### config.mk
export PLATFORM = sky130hd
export DESIGN_NAME = lane_fifo
export DESIGN_NICKNAME = d
export VERILOG_FILES = /design/src/rtl/lane_fifo_pkg.sv /design/src/rtl/lane_fifo_mem.sv /design/src/rtl/lane_fifo.sv
export SDC_FILE = /design/constraint.sdc
export NUM_CORES = 1
export LEC_CHECK = 0
export ABC_AREA = 1
export CORE_MARGIN = 2
export CORE_UTILIZATION = 35
export CTS_CLUSTER_SIZE = 8
export DETAILED_ROUTE_END_ITERATION = 10
export GPL_TIMING_DRIVEN = 0
export PLACE_DENSITY = 0.67
export SETUP_SLACK_MARGIN = 0.1
export SLEW_MARGIN = 20
export SYNTH_ARGS = -nofsm -noshare
export SYNTH_HDL_FRONTEND = slang
export SYNTH_SLANG_ARGS = --single-unit
### constraint.sdc
create_clock -name clk -period 1.8 [get_ports clk]
set_input_delay 0.27 -clock clk [delete_from_list [all_inputs] [get_ports clk]]
set_output_delay 0.27 -clock clk [all_outputs]
set_load 0.02 [all_outputs]
### src/rtl/lane_fifo_pkg.sv
// Shared constants and sizing helpers for lane_fifo and its storage array.
package lane_fifo_pkg;

    localparam int unsigned DATA_W_DEF = 8;
    localparam int unsigned DEPTH_DEF  = 8;
    localparam int unsigned DEPTH_MIN  = 4;
    localparam int unsigned AF_THR_DEF = 6;
    localparam int unsigned AE_THR_DEF = 2;

    function automatic int unsigned ptr_w(input int unsigned depth);
        int unsigned w;
        w = 0;
        while ((32'd1 << w) < depth) w++;
        return w;
    endfunction

    function automatic int unsigned lvl_w(input int unsigned depth);
        return ptr_w(depth) + 1;
    endfunction

    // Thresholds must fit inside the level range and keep the two flags ordered.
    function automatic bit cfg_ok(input int unsigned depth, input int unsigned af,
                                  input int unsigned ae);
        return (depth >= DEPTH_MIN) && ((depth & (depth - 1)) == 0) &&
               (af <= depth) && (ae < af);
    endfunction

endpackage

### src/rtl/lane_fifo_mem.sv
// DEPTH x DATA_W storage: one synchronous write port, one asynchronous read port, no reset.
module lane_fifo_mem
    import lane_fifo_pkg::*;
#(
    parameter int unsigned DATA_W = DATA_W_DEF,
    parameter int unsigned DEPTH  = DEPTH_DEF,
    parameter int unsigned PTR_W  = ptr_w(DEPTH)
) (
    input  logic              clk,
    input  logic              we,
    input  logic [PTR_W-1:0]  waddr,
    input  logic [DATA_W-1:0] wdata,
    input  logic [PTR_W-1:0]  raddr,
    output logic [DATA_W-1:0] rdata
);

    logic [DATA_W-1:0] mem [DEPTH];

    always_ff @(posedge clk) begin
        if (we) mem[waddr] <= wdata;
    end

    assign rdata = mem[raddr];

endmodule

### src/rtl/lane_fifo.sv
// Per-lane elastic FIFO with registered read data, level/watermark flags and error pulses.
// Optional saturating error counter output err_cnt when LANE_FIFO_ERR_CNT_EN is defined.
module lane_fifo
    import lane_fifo_pkg::*;
#(
    parameter int unsigned DATA_W = DATA_W_DEF,
    parameter int unsigned DEPTH  = DEPTH_DEF,
    parameter int unsigned AF_THR = AF_THR_DEF,
    parameter int unsigned AE_THR = AE_THR_DEF
) (
    input  logic                     clk,
    input  logic                     reset,
    input  logic [DATA_W-1:0]        data_in,
    input  logic                     push,
    input  logic                     pop,
    output logic [DATA_W-1:0]        data_out,
    output logic                     valid_out,
    output logic [lvl_w(DEPTH)-1:0]  fill_level,
    output logic                     full,
    output logic                     empty,
    output logic                     almost_full,
    output logic                     almost_empty,
    output logic                     overflow,
    output logic                     underflow
`ifdef LANE_FIFO_ERR_CNT_EN
   ,output logic [7:0]               err_cnt
`endif
);

    localparam int unsigned PTR_W = ptr_w(DEPTH);
    localparam int unsigned LVL_W = lvl_w(DEPTH);
    localparam logic [LVL_W-1:0] LVL_FULL = LVL_W'(DEPTH);
    localparam logic [LVL_W-1:0] LVL_AF   = LVL_W'(AF_THR);
    localparam logic [LVL_W-1:0] LVL_AE   = LVL_W'(AE_THR);

    if (!cfg_ok(DEPTH, AF_THR, AE_THR)) begin : g_bad_cfg
        $error("lane_fifo: illegal DEPTH/AF_THR/AE_THR combination");
    end

    logic [PTR_W-1:0]  wr_ptr;
    logic [PTR_W-1:0]  rd_ptr;
    logic [DATA_W-1:0] rd_data;
    logic              do_push;
    logic              do_pop;

    assign full         = (fill_level == LVL_FULL);
    assign empty        = (fill_level == '0);
    assign almost_full  = (fill_level >= LVL_AF);
    assign almost_empty = (fill_level <= LVL_AE);

    // A pop in the same cycle frees the slot a full FIFO needs for the push.
    always_comb begin
        do_pop  = pop && !empty;
        do_push = push && (!full || do_pop);
    end

    lane_fifo_mem #(
        .DATA_W (DATA_W),
        .DEPTH  (DEPTH),
        .PTR_W  (PTR_W)
    ) u_mem (
        .clk   (clk),
        .we    (do_push && !reset),
        .waddr (wr_ptr),
        .wdata (data_in),
        .raddr (rd_ptr),
        .rdata (rd_data)
    );

    always_ff @(posedge clk) begin
        if (reset) begin
            wr_ptr     <= '0;
            rd_ptr     <= '0;
            fill_level <= '0;
            data_out   <= '0;
            valid_out  <= 1'b0;
            overflow   <= 1'b0;
            underflow  <= 1'b0;
        end else begin
            valid_out <= do_pop;
            overflow  <= push && !do_push;
            underflow <= pop && !do_pop;
            if (do_push) wr_ptr <= wr_ptr + PTR_W'(1);
            if (do_pop) begin
                rd_ptr   <= rd_ptr + PTR_W'(1);
                data_out <= rd_data;
            end
            case ({do_push, do_pop})
                2'b10:   fill_level <= fill_level + LVL_W'(1);
                2'b01:   fill_level <= fill_level - LVL_W'(1);
                default: fill_level <= fill_level;
            endcase
        end
    end

`ifdef LANE_FIFO_ERR_CNT_EN
    always_ff @(posedge clk) begin
        if (reset) begin
            err_cnt <= '0;
        end else if ((overflow || underflow) && (err_cnt != '1)) begin
            err_cnt <= err_cnt + 8'd1;
        end
    end
`endif

endmodule

### Word-level counts from Yosys, hierarchy flattened

Memories as Yosys holds them, arrays and structs flattened. A register that Yosys moved wholly into a read port is not among the register bits.
Index checks and enable logic that the tools add are counted.

| cells by class | value |
|---|---|
| add/subtract/negate cells | 4 |
| magnitude comparators | 2 |
| equality and inequality tests | 3 |
| mux-type cells | 3 |
| reductions and logical operators | 13 |

Operator list:

| operator | number |
|---|---|
| $pmux 4 s2 | 1 |
| $add 3x1->3 const B | 2 |
| $logic_and 1x1->1 | 5 |
| $logic_not 1->1 | 5 |
| $add 4x1->4 const B | 1 |
| $eq 4x4->1 const B | 1 |
| $ge 4x3->1 const B | 1 |
| $le 4x2->1 const B | 1 |
| $logic_not 4->1 | 1 |
| $sub 4x1->4 const B | 1 |
| $eq 2x1->1 const B | 1 |
| $eq 2x2->1 const B | 1 |
| $mux 1 | 2 |
| $reduce_bool 2->1 | 1 |
| $logic_or 1x1->1 | 1 |

| word-level totals | value |
|---|---|
| flip-flop bits (word level) | 13 |
| RAM bits | 64 |
| input port bits | 12 |
| output and inout bits | 19 |
| word-level logic and storage cells | 32 |
| memories | 1 |

Memory list:

| memory | words | bits a word | read ports | clocked after Yosys merged registers in | wr ports | line | RTL |
|---|---|---|---|---|---|---|---|
| u_mem.mem | 8 | 8 | 1 | 1 | 1 | lane_fifo_mem.sv:17 | `logic [DATA_W-1:0] mem [DEPTH];` |

### Longest topological paths before layout

Gate-level depths: netlist of the first run.

| logic depth | value |
|---|---|
| depth in word-level cells | 8 |
| gate-level depth with buffers | 13 |
| mapped depth without buffers | 13 |

### Cells and area by module

From an unflattened synthesis of the first run, not the netlist that was laid out.

| second synthesis, totals | value |
|---|---|
| cell total of the unflattened synthesis | 418 |
| area, all modules | 3848.7 sq um |

Modules (own cells, without submodules):

| module | times used | cells an instance | area each (sq um) | sequential area each (sq um) |
|---|---|---|---|---|
| lane_fifo_mem | 1 | 295 | 2890.3 | 1921.8 |
| lane_fifo | 1 | 123 | 958.4 | 420.4 |

### Worst setup path after synthesis of the first run

Ideal clock, no wire load.

| timing | value |
|---|---|
| kind | flip-flop to flip-flop |
| start | reg fill_level[3] |
| end | reg fill_level[3] |
| library setup time | 70 ps |
| data arrival time | 1932 ps |
| data required time | 1730 ps |
| path slack | -203 ps |
| cell stages (with the launch flop) | 13 |
| buffers on the path | 0 |
| clock period less this slack | 2003 ps |
| cells stage by stage | dfxtp_1 nor2_1 nand2_2 nand2_4 inv_2 ha_1 ha_1 or2_2 nand2_1 nand3_1 nand2_1 nand2_1 a21oi_1 |

| between the ends | value |
|---|---|
| longest elaborated chain between the ends | 7 |
| elaborated cells between the ends (all ways) | 13 |
| those cells by class | add/sub: 2; eq/ne: 3; mux: 1; reduce/logical: 7 |

RTL lines:

| element | line | RTL |
|---|---|---|
| from (decl) | lane_fifo.sv:18 | `output logic [lvl_w(DEPTH)-1:0] fill_level,` |
| from (signal assigned) | lane_fifo.sv:89 | `2'b10: fill_level <= fill_level + LVL_W'(1);` |
| from (signal assigned) | lane_fifo.sv:90 | `2'b01: fill_level <= fill_level - LVL_W'(1);` |
| from (signal assigned) | lane_fifo.sv:91 | `default: fill_level <= fill_level;` |
| $logic_not 4->1 (*) | lane_fifo.sv:47 | `assign empty = (fill_level == '0);` |
| $logic_not 1->1 (*) | lane_fifo.sv:53 | `do_pop = pop && !empty;` |
| $logic_and 1x1->1 (*) | lane_fifo.sv:53 |  |
| net do_pop | lane_fifo.sv:44 | `logic do_pop;` |
| $logic_or 1x1->1 | lane_fifo.sv:54 | `do_push = push && (!full \|\| do_pop);` |
| $logic_and 1x1->1 | lane_fifo.sv:54 |  |
| $eq 2x1->1 / $eq 2x2->1 (equally long branches) | lane_fifo.sv:88 | `case ({do_push, do_pop})` |
| $pmux 4 s2 / $reduce_bool 2->1 (equally long branches) | -- |  |

The timed path passes the listed nets; every way through them passes the cells marked *.
A chain may end at the register's enable or synchronous reset.

### Worst setup path after layout of the first run

| timing | value |
|---|---|
| start | reg fill_level[1] |
| end | reg fill_level[3] |

| between the ends | value |
|---|---|
| longest elaborated chain between the ends | 7 |
| elaborated cells between the ends (all ways) | 13 |
| those cells by class | add/sub: 2; eq/ne: 3; mux: 1; reduce/logical: 7 |

RTL lines:

| element | line |
|---|---|
| $logic_not 4->1 | lane_fifo.sv:47 |
| $logic_not 1->1 | lane_fifo.sv:53 |
| $logic_and 1x1->1 | lane_fifo.sv:53 |
| $logic_or 1x1->1 | lane_fifo.sv:54 |
| $logic_and 1x1->1 | lane_fifo.sv:54 |
| $eq 2x1->1 / $eq 2x2->1 (equally long branches) | lane_fifo.sv:88 |
| $pmux 4 s2 / $reduce_bool 2->1 (equally long branches) | -- |

Several ways; a longest one is shown, not always the timed one.

==> results of run 1 <==
-- sequential cells by signal (all words and copies together), names as in the netlist --
register,count
u_mem.mem,64
valid_out,1
overflow,1
fill_level,4
rd_ptr,3
data_out,8
wr_ptr,3
underflow,1
-- cells by family (layout without fill, tap and decap cells) --
logic type	after synthesis	count (layout)	share of synthesized area (%)
and+or+nand+nor	180	180	20.6
buffers and inverters	81	147	9.93
xor gates and xnor gates	2	2	0.473
adders and majority gates	6	6	2.23
AOI/OAI and AO/OA	26	26	3.51
DFF	85	85	63.2
-- worst max-delay path: stages (launching register included) --
cell and delay (ns):
dfxtp_4 0.37, nor2_4 0.11, nand4_1 0.17, nand2_4 0.13, ha_4 0.16, ha_4 0.20
or2_4 0.23, nand2_2 0.06, nand3_2 0.05, nand2_1 0.06, nand2_1 0.05, a21oi_1 0.10
-- synth_stat cells, drive strengths merged --
cell	number	area, µm²
buf	12	103
clkbuf	1	3.75
fa	1	20.0
nand4	1	6.26
nor3	1	5.00
o21ai	10	50.1
ha	5	62.6
nor4	1	6.26
or2	1	6.26
nand3	52	260
edfxtp	64	1920
clkinv	2	8.75
xor2	1	8.76
a21oi	16	80.1
and3	1	6.26
inv	66	253
nor2	15	56.3
nand2	108	418
dfxtp	21	420
xnor2	1	8.76
-- timing repair --
| item | in CTS | in global routing |
|---|---|---|
| hold endpoints to repair | 0 | 0 |
| pin swaps | 10 | 10 |
| setup buffers | 20 | 2 |
| gates resized for setup | 29 | 16 |
| setup endpoints to repair | 71 | 71 |
-- worst max-delay path by stage --
stage	end	slack (ns)	startpoint	cells after the start
floorplan	fill_level[3]	0.11	fill_level[1]	12
detailed placement	u_mem.mem[6][1]	-0.73	pop	7
global placement	u_mem.mem[7][1]	-0.65	pop	7
global route	fill_level[3]	-0.06	fill_level[1]	11
CTS	fill_level[3]	0.02	fill_level[1]	11
finish	fill_level[3]	0.03	fill_level[1]	11
-- stage by stage --
step | TNS, ns | worst slack [ns] | cell area (µm²)
after global placement | -39.51 | -0.651 | 4240
after global routing | -0.621 | -0.0570 | 4720
after CTS | 0 | 0.0238 | 4690
after detailed placement | -43.05 | -0.732 | 4240
final | 0 | 0.0340 | 4720
after floorplan | 0 | 0.113 | 3770
-- power groups by stage --
stage | combinational [µW] | sequential (µW) | clock (µW)
finish | 2150 | 2400 | 1110
global route | 2360 | 2410 | 1210
CTS | 2130 | 2390 | 1130
detailed placement | 2030 | 2450 | 0
global placement | 1980 | 2440 | 0
floorplan | 1200 | 2550 | 0
-- area by class of cell --
cell class              instances  share of cell area (%)
flip-flops and latches         85                    49.9
multi-input cells             214                    24.2
repair buffers                 51                    11.2
inverters                      68                    5.70
well taps                     136                    3.60
clock buffers                  12                    2.86
plain buffers                  13                    2.25
clock inverters                 3                   0.291
-- layer usage --
layer	global-route usage, %	vias up	wire, µm
met5	0	-	0
met4	6.03	0	182
met3	2.98	15	436
met2	27.0	77	4090
met1	18.9	1306	3610
li1	-	1345	-
==> flow_metrics.py, run 1 <==
metrics = {
    "status": {
        "status": "finished, final reports clean",
    },
    "pwr": {
        "p_seq_share_pct": 42.4,
        "vdd_drop_max_mv": 0.428,
        "netSwitchingPower_uw": 2010,
        "clkPwrFrac_pct": 19.6,
        "power.total_uw": 5650,
        "swShare_pct": 35.6,
        "powerDensity_nw_per_um2": 1200,
        "combPwrFrac_pct": 38.1,
        "internal-power_uw": 3640,
        "leakage_uw": 0.00196,
    },
    "worst_hold_path": {
        "whs_endpoint": "underflow",
        "holdPathStages": 3,
        "worstHoldStart": "pop",
        "hp-class": "input port to flop",
    },
    "final_layout": {
        "ff_latch_area_um2": 2360,
        "antennaDiodeCount": 0,
        "drive_gt1_share_pct": 17.3,
        "final_net_count": 460,
        "final_common_cell": "nand2_1",
        "n_fill_cell": 953,
        "utilization_pct": 45.8,
        "multiInputGateArea_um2": 1140,
        "syn2layout_area_growth_pct": 27.5,
        "most-common-layout-cells": "nand2_1, edfxtp_1, inv_1",
        "instances_no_fill": 582,
    },
    "die": {
        "fp-row-count": 37,
        "core_area_um2": 10300,
        "die_w_um": 107,
        "num_io_pins": 31,
        "start_util_pct": 35.9,
        "die_area_um2": 11400,
        "fp.dieH_um": 107,
    },
    "synth": {
        "syn-cell-area_um2": 3700,
        "ys_seq_area_share_pct": 63.2,
        "yosys_warnings": 0,
        "postSynthCellCount": 380,
        "synth_nets": 398,
        "syn_avg_cell_area_um2": 9.75,
        "ys_ff_latch": 85,
        "synth_cell_types": 27,
    },
    "sta": {
        "maxSlewViolCount": 0,
        "fin_crit_sh_pct": 98.1,
        "slew_headroom_pct": 70.3,
        "setup_violations": 0,
        "clock_skew_ns": 0.0147,
        "rsz0062_at_grt": "yes",
        "worstMarginPinSlew_ns": 0.446,
        "period_minus_slack_ns": 1.77,
        "hold_ws_ns": 0.359,
        "final_hold_viol_count": 0,
        "fmax_mhz": 566,
    },
    "clock_network": {
        "cts-root-buf": "clkbuf_8",
        "cts_max_path_buffers": 2,
        "clk_pin_slew_ns": 0.08,
        "numCtsBuffers": 9,
        "clk_latency_ns": 0.35,
        "holdBufCountCts": 0,
        "cts_tree": "built",
        "htreeDepth": 3,
        "clock-sinks": 85,
    },
    "detailed_routing": {
        "avgRoutedWirePerCell_um": 14.3,
        "drt.antenna.violating_nets": 0,
        "wl_um": 8320,
        "drc": 0,
        "vias_per_cell": 4.71,
        "via_count": 2743,
        "drt_first_pass_iters": 4,
        "drt-initial-drc-count": 168,
    },
    "job": {
        "drv_cap": 0,
    },
    "worst_setup_path": {
        "arrival_ns": 2.04,
        "r2r_slack_ns": 0.03,
        "start_kind": "flop",
        "cp_max_fo": 4,
        "cp-end-kind": "flop",
        "r2r_cells": 11,
        "path_class": "flop to flop",
        "worstPathRequired_ns": 2.08,
        "rr_endpoint": "fill_level[3]",
        "rr_startpoint": "fill_level[1]",
    },
    "global_route": {
        "grt_pass1_vias": 2775,
        "grt_antenna_before_repair": 0,
        "track_usage_pct": 15.5,
        "grt_max_degree": 13,
        "overflow": 0,
        "grt_pass1_wl_um": 13300,
    },
    "placed_design": {
        "dpl.cell_count": 546,
        "dp_hpwl_um": 5520,
        "gp_congestion": 0.790,
        "port_buffers": 30,
    },
}
(Power assumes the default switching activity.)
==> run 2: changes to the inputs <==
--- a/config.mk
+++ b/config.mk
@@ -5,7 +5,6 @@
 export SDC_FILE = /design/constraint.sdc
 export NUM_CORES = 1
 export LEC_CHECK = 0
-export ABC_AREA = 1
 export CORE_MARGIN = 2
 export CORE_UTILIZATION = 35
 export CTS_CLUSTER_SIZE = 8
==> run 2 against run 1 <==
Effect of this change:
- the run now ends with setup timing left
- final cell count down 35%
- via count down 27%
- total power down 3.8%
- core utilization up 1.7 points
- area after synthesis down 11%
- critical path type unchanged
==> flow_metrics.py, run 2 <==
metrics = {
    "clock_network": {
        "numCtsBuffers": 9,
        "cts-root-buf": "clkbuf_8",
        "clk_pin_slew_ns": 0.08,
        "cts_tree": "built",
        "holdBufCountCts": 0,
        "clk_latency_ns": 0.35,
        "clock-sinks": 85,
        "htreeDepth": 3,
        "cts_max_path_buffers": 2,
    },
    "final_layout": {
        "final_common_cell": "edfxtp_1",
        "antennaDiodeCount": 0,
        "syn2layout_area_growth_pct": 31.8,
        "largest-register": "u_mem.mem",
        "instances_no_fill": 381,
        "largest_reg_flops": 64,
        "most-common-layout-cells": "edfxtp_1, clkdlybuf4s50_1, nor2_1",
        "utilization_pct": 47.5,
        "final_net_count": 283,
        "n_fill_cell": 780,
        "finish.instance_area_um2": 4370,
        "drive_gt1_share_pct": 33.7,
        "reg_top3": "u_mem.mem (64), data_out (8), fill_level (4)",
    },
    "die": {
        "die_area_um2": 10300,
        "start_util_pct": 36.0,
        "core_area_um2": 9200,
        "fp.dieH_um": 101,
        "die_w_um": 101,
        "fp-row-count": 35,
        "num_io_pins": 31,
    },
    "synth": {
        "synthTopCellsByCount": "edfxtp_1, nor2_1, dfxtp_1",
        "syn-cell-area_um2": 3310,
        "yosys_warnings": 0,
        "yosys-top-cells-area": "edfxtp_1, dfxtp_1, mux4_2",
        "synth_nets": 218,
        "synth_cell_types": 35,
        "syn_avg_cell_area_um2": 16.6,
        "postSynthCellCount": 200,
        "synth-edff-count": 64,
        "synth-async-reset-ratio_pct": 0,
        "synthFlopType": "edfxtp_1",
        "yosysMostFrequentCell": "edfxtp_1",
        "synth_top_area_share_pct": 58.0,
        "ys_ff_latch": 85,
        "yosys.area.top_type": "edfxtp_1",
        "ys_seq_area_share_pct": 70.7,
    },
    "pwr": {
        "powerDensity_nw_per_um2": 1240,
        "leakage_uw": 0.00147,
        "vdd_drop_max_mv": 0.519,
    },
    "worst_setup_path": {
        "worstPathCellList": "o41a_4 > clkbuf_16 > ha_4 > ha_4 > nand3_2 > and3_4 > or4_1 > a21oi_1",
        "critPathBufInv": 1,
        "cp_common_cell": "ha_4",
        "path_class": "flop to flop",
        "start_kind": "flop",
        "crit_path_max_incr_delay_ns": 0.51,
        "arrival_ns": 2.72,
        "cp_max_fo": 10,
        "worstPathRequired_ns": 2.08,
        "cp_top_family": "simple AND/OR/NAND/NOR gates",
        "cp-end-kind": "flop",
        "slowest_stage": "o41a_4",
    },
    "global_route": {
        "grt_pass1_wl_um": 10700,
        "grt_pass1_vias": 1932,
        "grt_max_degree": 16,
        "track_usage_pct": 14.3,
        "overflow": 0,
        "grt_antenna_before_repair": 0,
    },
    "sta": {
        "maxSlewViolCount": 0,
        "period_minus_slack_ns": 2.44,
        "clock_skew_ns": 0.00819,
        "slew_headroom_pct": 53.3,
        "fin_ws_ns": -0.638,
        "final_hold_viol_count": 0,
        "rsz0062_at_grt": "yes",
        "setup_violations": 64,
        "fin_crit_sh_pct": 135,
        "fmax_mhz": 410,
        "worstMarginPinSlew_ns": 0.700,
    },
    "detailed_routing": {
        "via_count": 1999,
        "drt-initial-drc-count": 90,
        "vias_per_cell": 5.25,
        "drc": 0,
        "drt.antenna.violating_nets": 0,
        "avgRoutedWirePerCell_um": 18.2,
        "wl_um": 6920,
        "drt_first_pass_iters": 4,
    },
    "status": {
        "violations": "setup timing",
        "status": "finished, violations left",
    },
    "job": {
        "drv_cap": 0,
    },
    "placed_design": {
        "dpl.cell_count": 345,
        "dp_worst_setup_slack_ns": -1.28,
        "gp_congestion": 0.756,
        "port_buffers": 30,
        "dp_hpwl_um": 4290,
        "dpl_cell_area_um2": 3870,
    },
    "worst_hold_path": {
        "hp-class": "flop to flop",
    },
}
## run 2: cell count changes after synthesis, sizes merged, moves of 10 or more
cell   before  now
nand3      52    1
nor3        1   11
inv        66    4
nand2     108    4
mux4        0   16
a21oi      16    5
## run 2: through the flow
step                      total power [µW]  TNS (ns)  hold WS, ns
after detailed placement              4030    -27.66        0.482
final                                 5440    -21.27        0.494
after global routing                  5720    -25.25        0.517
after global placement                3990    -52.53        0.485
after CTS                             5420    -18.85        0.497
after floorplan                       3420     -6.87        0.342
## run 2: layout make-up
cell class	instances	area (µm²)	share of cell area, %
Sequential cell	85	2360	54.0
Multi-Input combinational cell	101	1050	24.1
Timing Repair Buffer	54	527	12.1
Tap cell	111	139	3.18
Clock buffer	10	128	2.92
Buffer	10	104	2.38
Clock inverter	6	45.0	1.03
Inverter	4	15.0	0.344
## run 2: what timing repair did
| action | CTS | global route |
|---|---|---|
| setup buffers | 15 | 5 |
| gates resized for setup | 43 | 10 |
| setup endpoints to repair | 82 | 81 |
| gates cloned | 0 | 0 |
| pin swaps | 10 | 4 |
## run 2: kinds of logic (layout without fill, tap and decap cells)
| kind of cell | after synthesis | count (layout) | synth area share (%) |
|---|---|---|---|
| multiplexers | 18 | 18 | 11.5 |
| AO/OA/AOI/OAI | 20 | 20 | 4.27 |
| AND/OR/NAND/NOR | 51 | 51 | 7.47 |
| flip-flops | 85 | 85 | 70.7 |
| adder cells (fa/ha/maj) | 6 | 6 | 2.49 |
| buffers and inverters | 14 | 84 | 2.04 |
| XOR/XNOR | 6 | 6 | 1.59 |
## run 2: power breakdown
part	switching (µW)	total (µW)	internal [µW]
clock	689	1200	509
sequential	143	2440	2290
combinational	877	1800	925
total	1710	5440	3730
## run 2: worst paths after layout
| kind | startpoint | to | slack [ns] | cells after the start |
|---|---|---|---|---|
| max | fill_level[1] | fill_level[3] | -0.64 | 8 |
| min | data_out[5] | data_out[5] | 0.49 | 2 |
| max reg2reg | fill_level[1] | fill_level[3] | -0.64 | 8 |
| min reg2reg | data_out[5] | data_out[5] | 0.49 | 2 |
## run 2: tightest hold or removal path, delay by kind of cell (launching register included)
family           cells  cell delay, ns
and+or+nand+nor      2            0.15
DFF                  1            0.31
## run 2: layer usage
layer | vias up | wire (µm) | global-route usage (%)
li1 | 915 | - | -
met3 | 6 | 522 | 4.97
met1 | 1008 | 2890 | 18.9
met4 | 0 | 76 | 3.85
met5 | - | 0 | 0
met2 | 70 | 3430 | 22.8
==> run 3: changes to the inputs <==
--- a/config.mk
+++ b/config.mk
@@ -5,6 +5,7 @@
 export SDC_FILE = /design/constraint.sdc
 export NUM_CORES = 1
 export LEC_CHECK = 0
+export CAP_MARGIN = 20
 export CORE_MARGIN = 2
 export CORE_UTILIZATION = 35
 export CTS_CLUSTER_SIZE = 8
@@ -12,7 +13,6 @@
 export GPL_TIMING_DRIVEN = 0
 export PLACE_DENSITY = 0.67
 export SETUP_SLACK_MARGIN = 0.1
-export SLEW_MARGIN = 20
 export SYNTH_ARGS = -nofsm -noshare
 export SYNTH_HDL_FRONTEND = slang
 export SYNTH_SLANG_ARGS = --single-unit
==> run 3 against run 2 <==
Effect of this change:
- sequential share of layout area rose by 1.2 points
- total power barely moved
- sequential power barely moved
- first-iteration DRC count fell by 3.3%
- cell area fell by 2.1%
- setup slack improved by 0.034 ns
- register-to-register slack improved by 0.03 ns
- critical path depth rose by 1
- clock skew fell by 0.0018 ns
- largest power group unchanged
- the flow still finishes with violations (setup timing)
- final cell count fell by 1.8%
==> flow_metrics.py, run 3 (synthesis gave the netlist of run 2 again) <==
metrics = {
    "status": {
        "status": "finished, violations left",
        "violations": "setup timing",
    },
    "clock_network": {
        "holdBufCountCts": 0,
        "numCtsBuffers": 9,
        "cts-root-buf": "clkbuf_8",
        "clk_pin_slew_ns": 0.08,
        "clock-sinks": 85,
        "clk_latency_ns": 0.36,
        "htreeDepth": 3,
        "cts_max_path_buffers": 2,
        "cts_tree": "built",
    },
    "global_route": {
        "grt_pass1_vias": 1928,
        "grt_antenna_before_repair": 0,
        "grt_max_degree": 16,
        "overflow": 0,
        "grt_pass1_wl_um": 10900,
        "track_usage_pct": 14.7,
    },
    "pwr": {
        "vdd_drop_max_mv": 0.432,
        "leakage_uw": 0.00142,
        "powerDensity_nw_per_um2": 1270,
    },
    "final_layout": {
        "most-common-layout-cells": "edfxtp_1, clkdlybuf4s50_1, nor2_1",
        "finish.instance_area_um2": 4280,
        "syn2layout_area_growth_pct": 29.0,
        "antennaDiodeCount": 0,
        "n_fill_cell": 796,
        "multiInputGateArea_um2": 1060,
        "drive_gt1_share_pct": 31.9,
        "ff_latch_area_um2": 2360,
        "final_net_count": 276,
        "final_common_cell": "edfxtp_1",
        "largest-register": "u_mem.mem",
        "reg_top3": "u_mem.mem (64), data_out (8), fill_level (4)",
        "largest_reg_flops": 64,
    },
    "sta": {
        "fin_crit_sh_pct": 134,
        "maxSlewViolCount": 0,
        "period_minus_slack_ns": 2.40,
        "clock_skew_ns": 0.00640,
        "fmax_mhz": 416,
        "worstMarginPinSlew_ns": 0.721,
        "setup_violations": 48,
        "rsz0062_at_grt": "yes",
        "slew_headroom_pct": 52.0,
        "tns_ns": -10.33,
        "fin_ws_ns": -0.604,
        "final_hold_viol_count": 0,
    },
    "detailed_routing": {
        "wl_met2_um": 3350,
        "drt-initial-drc-count": 87,
        "routedLengthMet1_um": 3090,
        "drc": 0,
        "met3_length_um": 301,
        "via_count": 1924,
        "drt.antenna.violating_nets": 0,
        "drt_first_pass_iters": 4,
        "top_layer": "met4",
        "vias_per_cell": 5.14,
        "wl_um": 6840,
        "avgRoutedWirePerCell_um": 18.3,
    },
    "die": {
        "start_util_pct": 36.0,
        "fp.dieH_um": 101,
        "core_area_um2": 9200,
        "die_w_um": 101,
        "die_area_um2": 10300,
        "fp-row-count": 35,
        "num_io_pins": 31,
    },
    "job": {
        "drv_cap": 0,
    },
    "worst_hold_path": {
        "worstHoldStart": "data_out[3]",
        "holdPathStages": 2,
        "hp-class": "flop to flop",
        "whs_endpoint": "data_out[3]",
    },
    "worst_setup_path": {
        "rr_startpoint": "fill_level[1]",
        "cp-end-kind": "flop",
        "rr_endpoint": "fill_level[3]",
        "r2r_cells": 9,
        "cp_max_fo": 3,
        "worstPathRequired_ns": 2.09,
        "path_class": "flop to flop",
        "arrival_ns": 2.70,
        "r2r_slack_ns": -0.60,
        "start_kind": "flop",
    },
    "placed_design": {
        "gp_congestion": 0.756,
        "dpl_cell_area_um2": 3850,
        "port_buffers": 30,
        "dp_hpwl_um": 4250,
    },
}
-- run 3: cell count changes in the layout (fill, tap and decap cells not counted) --
| cell | delta |
|---|---|
| clkbuf_2 | -1 |
| nor3_4 | +1 |
| clkdlybuf4s15_2 | -1 |
| nor3_2 | -1 |
| buf_8 | +1 |
| buf_6 | -4 |
| buf_2 | +1 |
| inv_6 | -1 |
| inv_8 | +1 |
| buf_12 | -3 |
-- run 3: critical path, stage by stage, from the launching register on --
cell and delay [ns]:
dfxtp_4 0.36, or4b_4 0.53, buf_6 0.14, o21ai_4 0.14
ha_4 0.18, ha_4 0.15, nand3_2 0.08, and3_4 0.15
or4_1 0.47, a21oi_1 0.13
-- run 3: per-layer routing --
| layer | vias up | track usage, % |
|---|---|---|
| met4 | 0 | 4.99 |
| li1 | 897 | - |
| met1 | 980 | 19.8 |
| met2 | 36 | 23.2 |
| met3 | 11 | 4.00 |
| met5 | - | 0 |
-- run 3: cell type report --
type	count	share of cell area, %
sequential	85	55.1
multi-input combinational	101	24.8
timing repair buffer	47	9.86
tap	111	3.25
clock buffer	10	2.99
buffer	10	2.52
clock inverter	6	1.11
inverter	4	0.351
-- run 3: through the flow --
stage / hold slack [ns] / power (µW) / util, % / cells / setup slack, ns
floorplan: 0.342 / 3420 / - / 200 / -0.696
global placement: 0.485 / 3990 / 41.5 / 341 / -1.45
detailed placement: 0.479 / 4020 / 41.9 / 344 / -1.30
CTS: 0.494 / 5420 / 46.1 / 372 / -0.619
global route: 0.518 / 5710 / 46.5 / 374 / -0.678
finish: 0.495 / 5440 / 46.5 / 374 / -0.604
-- run 3: power by group --
group | switching [µW] | internal, µW | leakage, µW
combinational | 875 | 900 | 0.000583
clock | 714 | 513 | 0.0000825
sequential | 144 | 2290 | 0.000753
-- run 3: worst max-delay path by stage --
stage / startpoint / end / slack [ns]
after floorplan: fill_level[3] / fill_level[3] / -0.70
after global placement: pop / u_mem.mem[0][0] / -1.45
after detailed placement: pop / fill_level[3] / -1.30
after CTS: fill_level[1] / fill_level[3] / -0.62
after global routing: fill_level[1] / fill_level[3] / -0.68
final: fill_level[1] / fill_level[3] / -0.60
-- run 3: timing repair --
action / 4_1_cts / 5_1_grt
pin swaps: 11 / 5
endpoints found under the setup margin: 83 / 84
resized for setup: 43 / 12
endpoints found under the hold margin: 0 / 0
setup buffers: 12 / 2
